File: src/rtl/ddr3_wb_arbiter.sv
// ddr3_wb_arbiter: two-master pipelined Wishbone arbiter in front of the DDR3
// controller port. Master 0 is the CPU data path and master 1 is the
// framebuffer fetch engine.
// The grant is held for a whole bus cycle. Accepted-but-unanswered requests
// are counted so that every response goes back to the master that issued it.
// The port is only handed to the other master once the count has drained to 0.
// Build option: define WB_ARB_ROUND_ROBIN_EN to make simultaneous requests
// alternate between the masters. Without it, master 0 has fixed priority.
// Handshake: a request transfers on a cycle where s_stb_o=1 and s_stall_i=0.
// Each response (ack, err or rty) retires exactly one outstanding request.
module ddr3_wb_arbiter #(
    parameter int ADDRESS_WIDTH   = 32,
    parameter int DATA_WIDTH      = 32,
    parameter int MAX_OUTSTANDING = 4
) (
    input  logic                      clk_i,
    input  logic                      reset_i,
    input  logic                      m0_cyc_i,
    input  logic                      m0_stb_i,
    input  logic                      m0_we_i,
    input  logic [ADDRESS_WIDTH-1:0]  m0_addr_i,
    input  logic [DATA_WIDTH/8-1:0]   m0_sel_i,
    input  logic [DATA_WIDTH-1:0]     m0_wdata_i,
    output logic [DATA_WIDTH-1:0]     m0_rdata_o,
    output logic                      m0_ack_o,
    output logic                      m0_err_o,
    output logic                      m0_rty_o,
    output logic                      m0_stall_o,
    input  logic                      m1_cyc_i,
    input  logic                      m1_stb_i,
    input  logic                      m1_we_i,
    input  logic [ADDRESS_WIDTH-1:0]  m1_addr_i,
    input  logic [DATA_WIDTH/8-1:0]   m1_sel_i,
    input  logic [DATA_WIDTH-1:0]     m1_wdata_i,
    output logic [DATA_WIDTH-1:0]     m1_rdata_o,
    output logic                      m1_ack_o,
    output logic                      m1_err_o,
    output logic                      m1_rty_o,
    output logic                      m1_stall_o,
    output logic                      s_cyc_o,
    output logic                      s_stb_o,
    output logic                      s_we_o,
    output logic [ADDRESS_WIDTH-1:0]  s_addr_o,
    output logic [DATA_WIDTH/8-1:0]   s_sel_o,
    output logic [DATA_WIDTH-1:0]     s_wdata_o,
    input  logic [DATA_WIDTH-1:0]     s_rdata_i,
    input  logic                      s_ack_i,
    input  logic                      s_err_i,
    input  logic                      s_rty_i,
    input  logic                      s_stall_i
);

    localparam int CW = $clog2(MAX_OUTSTANDING + 1);
    localparam logic [CW-1:0] MAX_CNT = CW'(MAX_OUTSTANDING);

    typedef enum logic [1:0] {IDLE, GRANT, DRAIN} state_t;

    state_t          state_q, state_d;
    logic            owner_q, owner_d;
    logic            last_q, last_d;
    logic [CW-1:0]   cnt_q, cnt_d;

    logic own_cyc, own_stb, resp, full, live_resp, accept;

    // State, grant owner, last owner and outstanding count registers
    always_ff @(posedge clk_i) begin
        if (reset_i) begin
            state_q <= IDLE;
            owner_q <= 1'b0;
            last_q  <= 1'b1;
            cnt_q   <= '0;
        end else begin
            state_q <= state_d;
            owner_q <= owner_d;
            last_q  <= last_d;
            cnt_q   <= cnt_d;
        end
    end

    // Next state, arbitration, request/response steering and count update
    always_comb begin
        state_d    = state_q;
        owner_d    = owner_q;
        last_d     = last_q;
        cnt_d      = cnt_q;

        own_cyc    = owner_q ? m1_cyc_i : m0_cyc_i;
        own_stb    = owner_q ? m1_stb_i : m0_stb_i;
        resp       = s_ack_i | s_err_i | s_rty_i;
        full       = (cnt_q == MAX_CNT);
        // A response with nothing outstanding is a protocol error: it is dropped.
        live_resp  = resp & (cnt_q != '0);

        s_we_o     = owner_q ? m1_we_i    : m0_we_i;
        s_addr_o   = owner_q ? m1_addr_i  : m0_addr_i;
        s_sel_o    = owner_q ? m1_sel_i   : m0_sel_i;
        s_wdata_o  = owner_q ? m1_wdata_i : m0_wdata_i;
        s_cyc_o    = 1'b0;
        s_stb_o    = 1'b0;

        m0_stall_o = 1'b1;
        m1_stall_o = 1'b1;
        m0_ack_o   = 1'b0;
        m0_err_o   = 1'b0;
        m0_rty_o   = 1'b0;
        m1_ack_o   = 1'b0;
        m1_err_o   = 1'b0;
        m1_rty_o   = 1'b0;
        m0_rdata_o = '0;
        m1_rdata_o = '0;

        case (state_q)
            IDLE: begin
                if (m0_cyc_i | m1_cyc_i) begin
                    state_d = GRANT;
`ifdef WB_ARB_ROUND_ROBIN_EN
                    if (m0_cyc_i & m1_cyc_i) owner_d = ~last_q;
                    else                     owner_d = m1_cyc_i;
`else
                    owner_d = ~m0_cyc_i;
`endif
                end
            end
            GRANT: begin
                s_cyc_o = own_cyc;
                s_stb_o = own_cyc & own_stb & ~full;
                if (owner_q) begin
                    m1_stall_o = s_stall_i | full;
                    m1_ack_o   = s_ack_i & live_resp;
                    m1_err_o   = s_err_i & live_resp;
                    m1_rty_o   = s_rty_i & live_resp;
                    m1_rdata_o = s_rdata_i;
                end else begin
                    m0_stall_o = s_stall_i | full;
                    m0_ack_o   = s_ack_i & live_resp;
                    m0_err_o   = s_err_i & live_resp;
                    m0_rty_o   = s_rty_i & live_resp;
                    m0_rdata_o = s_rdata_i;
                end
                if (!own_cyc) begin
                    if (cnt_q == '0) begin
                        state_d = IDLE;
                        last_d  = owner_q;
                    end else begin
                        state_d = DRAIN;
                    end
                end
            end
            DRAIN: begin
                s_cyc_o = 1'b1;
            end
            default: state_d = IDLE;
        endcase

        accept = s_stb_o & ~s_stall_i;

        if (state_q != IDLE) begin
            case ({accept, live_resp})
                2'b10:   cnt_d = cnt_q + CW'(1);
                2'b01:   cnt_d = cnt_q - CW'(1);
                default: cnt_d = cnt_q;
            endcase
        end

        if (state_q == DRAIN && cnt_d == '0) begin
            state_d = IDLE;
            last_d  = owner_q;
        end
    end

endmodule

File: config.mk
export PLATFORM = sky130hd
export DESIGN_NAME = ddr3_wb_arbiter
export DESIGN_NICKNAME = d
export VERILOG_FILES = /design/src/rtl/ddr3_wb_arbiter.sv
export SDC_FILE = /design/constraint.sdc
export NUM_CORES = 1
export LEC_CHECK = 0
export CORE_AREA = 2 2 125 127
export CTS_CLUSTER_SIZE = 28
export DETAILED_ROUTE_END_ITERATION = 10
export DIE_AREA = 0 0 127 129
export GPL_ROUTABILITY_DRIVEN = 0
export PLACE_DENSITY = 0.65
export RECOVER_POWER = 25
export SETUP_SLACK_MARGIN = 0.5
export SYNTH_ARGS = -nofsm -noshare
export SYNTH_HDL_FRONTEND = slang
export SYNTH_SLANG_ARGS = --single-unit
export TNS_END_PERCENT = 50
File: constraint.sdc
create_clock -name clk_i -period 2.5 [get_ports clk_i]
set_input_delay 0.5 -clock clk_i [delete_from_list [all_inputs] [get_ports clk_i]]
set_output_delay 0.5 -clock clk_i [all_outputs]
set_load 0.01 [all_outputs]
* Word level (Yosys, flattened, before mapping)
Cells that the tools add are included.
** Storage, ports and cells
- Flip-flop bits (word level) :: 6
- Latch bits :: 0
- Bits in writable memories :: 0
- ROM bits :: 0
- Bits of input ports :: 180
- Memories :: 0
** Cells by class
- Add/sub/neg operators :: 2
- Multiply operators :: 0
- Divide/modulo/power cells :: 0
- Order comparisons :: 0
- Eq/ne operators :: 7
- Shifts and indexed selects :: 0
- Multiplexer cells :: 34
- Bitwise logic cells :: 15
- Reduce and logical (&&, ||, !) cells :: 9
** Operator list (count)
- 32-bit 2-to-1 mux :: 6
- 1-bit 2-to-1 mux :: 20
- 1-bit bitwise AND :: 7
- 3-bit logical NOT :: 2
- 2-bit 2-to-1 mux :: 3
- 2-bit one-hot mux with 3 select lines :: 1
- 3-bit one-hot mux with 2 select lines :: 1
- 2-bit by 1-bit == test with 1-bit output, second input constant :: 2
- 2-bit == test, second input constant :: 2
- 4-bit 2-to-1 mux :: 1
- 2-bit inequality test, second input constant :: 2
- 1-bit inverter :: 4
- 1-bit bitwise OR :: 4
- 3-bit by 1-bit adder with 3-bit output, second input constant :: 1
- 3-bit == test, second input constant :: 1
- 3-bit 2-to-1 mux :: 1
- 3-bit AND reduction :: 1
- 3-bit nonzero test :: 1
- 3-bit by 1-bit subtractor with 3-bit output, second input constant :: 1
- 2-bit logical NOT :: 1
- 1-bit one-hot mux with 2 select lines :: 1
- 2-bit AND reduction :: 1
- 2-bit nonzero test :: 1
- 2-bit OR reduction :: 1
- 1-bit logical AND :: 1

* Logic depth before layout (Yosys ltp)
- Depth in word-level cells :: 11
- Gate-level depth with buffers :: 12

* Worst setup path before layout
OpenSTA, ideal clock, no wires.
- Path type :: register to register
- Start :: register state_q[1]
- End :: register state_q[0]
- Setup time :: 91 ps
- Arrival :: 2203 ps
- Required time :: 2409 ps
- Path slack :: 206 ps
- Cell stages (with the launch flop) :: 12
- Path buffers :: 2
- Period minus slack after synthesis :: 2294 ps
- Cells stage by stage :: dfxtp_1 > inv_1 > ha_1 > clkbuf_1 > clkbuf_1 > nand3_1 > ha_1 > inv_1 > fa_1 > nand3_1 > o31ai_1 > a311oi_1
** Between the ends
- Word-level cells in the longest chain between the ends :: 9
** Ends and longest elaborated chain
- from (decl) :: line 58 : state_t state_q, state_d;
- from (signal assigned) :: line 73 : state_q <= state_d;
- 2-bit by 1-bit == test with 1-bit output :: line 112 : case (state_q)
- 1-bit 2-to-1 mux :: line 112
- 1-bit bitwise AND :: line 155 : accept = s_stb_o & ~s_stall_i;
- 2-bit by 1-bit == test with 1-bit output or 2-bit == test (tied branches) :: line 158 : case ({accept, live_resp})
- 3-bit one-hot mux with 2 select lines :: line 158
- 3-bit 2-to-1 mux :: line 157 : if (state_q != IDLE) begin
- 3-bit logical NOT :: line 165 : if (state_q == DRAIN && cnt_d == '0) begin
- 1-bit logical AND :: line 165
- 2-bit OR reduction (no source line)
Parallel ways exist; a longest one is shown, timed or not.
A chain may end at the register's enable or synchronous reset.

* Final worst setup path
- Start :: register state_q[1]
- End :: output port m1_err_o
** Between the ends
- Word-level cells in the longest chain between the ends :: 2
** Ends and longest elaborated chain
- 2-bit by 1-bit == test with 1-bit output :: line 112
- 1-bit 2-to-1 mux :: line 112
- to (decl) :: line 37 : output logic m1_err_o,
No other way between the ends.

==> impl_metrics.yaml <==
die:
  fp.dieH_um: 129
  core.rowCount: 45
  initial_core_util: 0.117
  coreArea_um2: 15000
  ios: 323
  die_w_um: 127
  dieArea_um2: 16400
synth:
  yosys.area.top_type: "mux2_2"
  synth-edff-count: 0
  ys_ff_latch: 6
  synth_area_leaders: "mux2_2 (45%), and3_1 (14%), and2_1 (12%)"
  synthArstFlopShare: 0
  syn-cell-area_um2: 1750
  synth_compound_area_frac: 0.0558
  synth.top_cell.area_share: 0.451
  synth_xor_area_frac: 0.0150
  synthSimpleGateAreaFrac: 0.299
  syn_area_per_cell_um2: 8.21
  yosys.area_share.adder: 0.0401
  synth_ff_type: "dfxtp_1"
  muxShareOfSynthArea: 0.460
  ys_warn_count: 0
  synth_cell_type_count: 26
  netlist_top_cells_count: "mux2_2 (70), and3_1 (38), and2_1 (33)"
  synth_cells: 213
  synth_top_family_by_area: "multiplexers"
  synth-seq-area-share: 0.0687
  synth.most_common_cell: "mux2_2"
  synth_nets: 398
grt:
  grt_pass1_vias: 3240
  grt_max_degree: 23
  antenna_found_initial: 0
  grt_pass1_wl_um: 17100
  grt_util_all_layers: 0.132
  overflow: 0
sta:
  tns_ns: 0
  min_period_ns: 2.28
  fin_crit_sh: 0.912
  rsz0062_at_grt: "true"
  tightest_slew_ns: 0.283
  skew_ns: 0.000224
  fmax_mhz: 439
  finalMaxSlewViolations: 0
  relSlewSlack: 0.811
  setup_violations: 0
  hold_viol_final: 0
setup_path:
  reg2reg_depth: 11
  crit_path_start_kind: "flip-flop"
  cp_slowest_cell: "dfxtp_1"
  timing.rr.start: "state_q[1]"
  cp_max_fo: 19
  critical_path_class: "reg -> out"
  regToRegSetupSlack_ns: 0.23
  path_cells: "inv_2, ha_1, buf_4, buf_12, and2_4, and3_1, clkdlybuf4s15_2"
  r2r-end: "state_q[1]"
  cp_data_arrival_time_ns: 1.78
  slowest_delay_ns: 0.35
  worstPathRequired_ns: 2.00
  cp-startpoint: "state_q[1]"
  cp-endpoint: "m1_err_o"
  crit_path_end_kind: "primary output"
place:
  portBuffers: 322
  place_area_um2: 5290
  post-dp-hpwl_um: 8600
drt:
  ant_nets: 0
  wire_per_inst_um: 16.5
  drc: 0
  wl_um: 12700
  drtIter0Drc: 54
  route.vias.total: 3144
  first_pass_iters: 4
  viasPerCell: 4.09
power:
  worst_ir_drop_vdd_v: 0.000226
  p_clk_frac: 0.146
  p_int_mw: 1.26
  p_comb_frac: 0.794
  p_sw_frac: 0.327
  p_leak_nw: 2.75
  power_frac_seq: 0.060
  netSwitchingPower_mw: 0.611
  power_density_nw_per_um2: 309
clock_network:
  clkLatencyLatePin_ns: 0.24
  clockRootBuffer: "clkbuf_16"
  cts_sinks: 6
  clkTransAtPathRegs_ns: 0.04
  clockBufferDepth: 2
  cts_buffers: 3
  cts_hold_buf: 0
  cts_tree: "done"
  htreeDepth: 1
finish:
  area_growth_syn_to_layout_pct: 245
  stdcell_area_um2: 6030
  drive_above_1_share: 0.390
  final_nets: 767
  antennaDiodeCount: 0
status:
  outcome: "complete, no violations"
min_path:
  worstHoldPathType: "reg -> reg"
flow_run:
  drv_cap: 0
## stage by stage
step	total power, mW	std cells	hold slack (ns)	setup WS (ns)	utilization
global placement	1.30	712	0.537	-0.0369	0.353
floorplan	0.583	213	0.515	0.440	-
finish	1.87	768	0.589	0.220	0.403
detailed placement	1.32	712	0.555	-0.121	0.353
global route	1.97	768	0.632	0.146	0.403
CTS	1.77	749	0.603	0.256	0.387
## routing by layer
| metal | part of all wire | routed length [um] | track usage |
|---|---|---|---|
| met2 | 0.55 | 6970 | 0.262 |
| met1 | 0.35 | 4420 | 0.142 |
| met3 | 0.088 | 1110 | 0.0320 |
| met4 | 0.013 | 160 | 0.0233 |
| met5 | 0 | 0 | 0 |
## sequential cells by signal (all words and copies together), names as in the netlist
signal,cells
cnt_q,3
state_q,2
owner_q,1
## placed cells by master, fill, tap and decap left out, types with 2 or more instances in the layout
| cell | count |
|---|---|
| a211oi_1 | 2 |
| a21oi_1 | 2 |
| a21oi_2 | 2 |
| and2_1 | 20 |
| and2_4 | 13 |
| and3_1 | 36 |
| and3_4 | 2 |
| buf_12 | 8 |
| buf_16 | 8 |
| buf_2 | 23 |
| buf_4 | 33 |
| buf_6 | 25 |
| buf_8 | 3 |
| clkbuf_1 | 3 |
| clkbuf_16 | 6 |
| clkbuf_2 | 8 |
| clkdlybuf4s15_1 | 16 |
| clkdlybuf4s15_2 | 3 |
| clkdlybuf4s25_1 | 24 |
| clkdlybuf4s50_1 | 171 |
| dfxtp_1 | 2 |
| dfxtp_2 | 2 |
| dfxtp_4 | 2 |
| dlygate4sd2_1 | 45 |
| dlymetal6s2s_1 | 9 |
| ha_1 | 3 |
| inv_1 | 4 |
| inv_2 | 2 |
| mux2_2 | 63 |
| mux2_4 | 8 |
| nand2_1 | 5 |
| nand3_2 | 3 |
| nor2_1 | 6 |
## area by class of cell
class                      instances  area [um2]
timing repair buffer             384        3890
clock buffer                       3        75.1
tap                              188         235
fill                            1469        8940
sequential                         6         130
multi-input combinational        181        1680
inverter                           6        22.5
## worst min-delay path by stage
| stage | from | end | cells after the start |
|---|---|---|---|
| 2_1_floorplan | cnt_q[1] | cnt_q[1] | 2 |
| 3_3_place_gp | cnt_q[1] | cnt_q[1] | 2 |
| 3_5_place_dp | cnt_q[0] | cnt_q[0] | 2 |
| 4_1_cts | state_q[0] | state_q[0] | 2 |
| 5_1_grt | state_q[0] | state_q[0] | 2 |
| 6_report | state_q[0] | state_q[0] | 2 |
## power by group through the flow
stage	clock network [mW]	logic, mW	registers [mW]
6_report	0.272	1.48	0.112
5_1_grt	0.279	1.57	0.113
4_1_cts	0.274	1.38	0.113
3_5_place_dp	0	1.20	0.120
3_3_place_gp	0	1.18	0.120
2_1_floorplan	0	0.472	0.111
## critical path, delay by kind of cell (launching register included)
family	cells	cell delay (ns)
buf+inv	4	0.59
fa+ha+maj	1	0.27
flops	1	0.35
simple gates	2	0.33
## cells by family (layout without fill, tap and decap cells)
group,count (synthesis),count (layout)
AND/OR/NAND/NOR,89,89
multiplexers,71,71
buffers and inverters,26,393
AO/OA/AOI/OAI,13,13
flip-flops,6,6
adder cells (fa/ha/maj),5,5
XOR/XNOR,3,3
## repair_timing
action | in CTS | in global routing
setup buffers | 27 | 15
endpoints found under the hold margin | 0 | 0
gates resized for setup | 248 | 140
setup endpoints to repair | 148 | 133
pin swaps | 17 | 2
gates cloned | 7 | 4
Note: power is estimated with default switching activity, not from simulation.
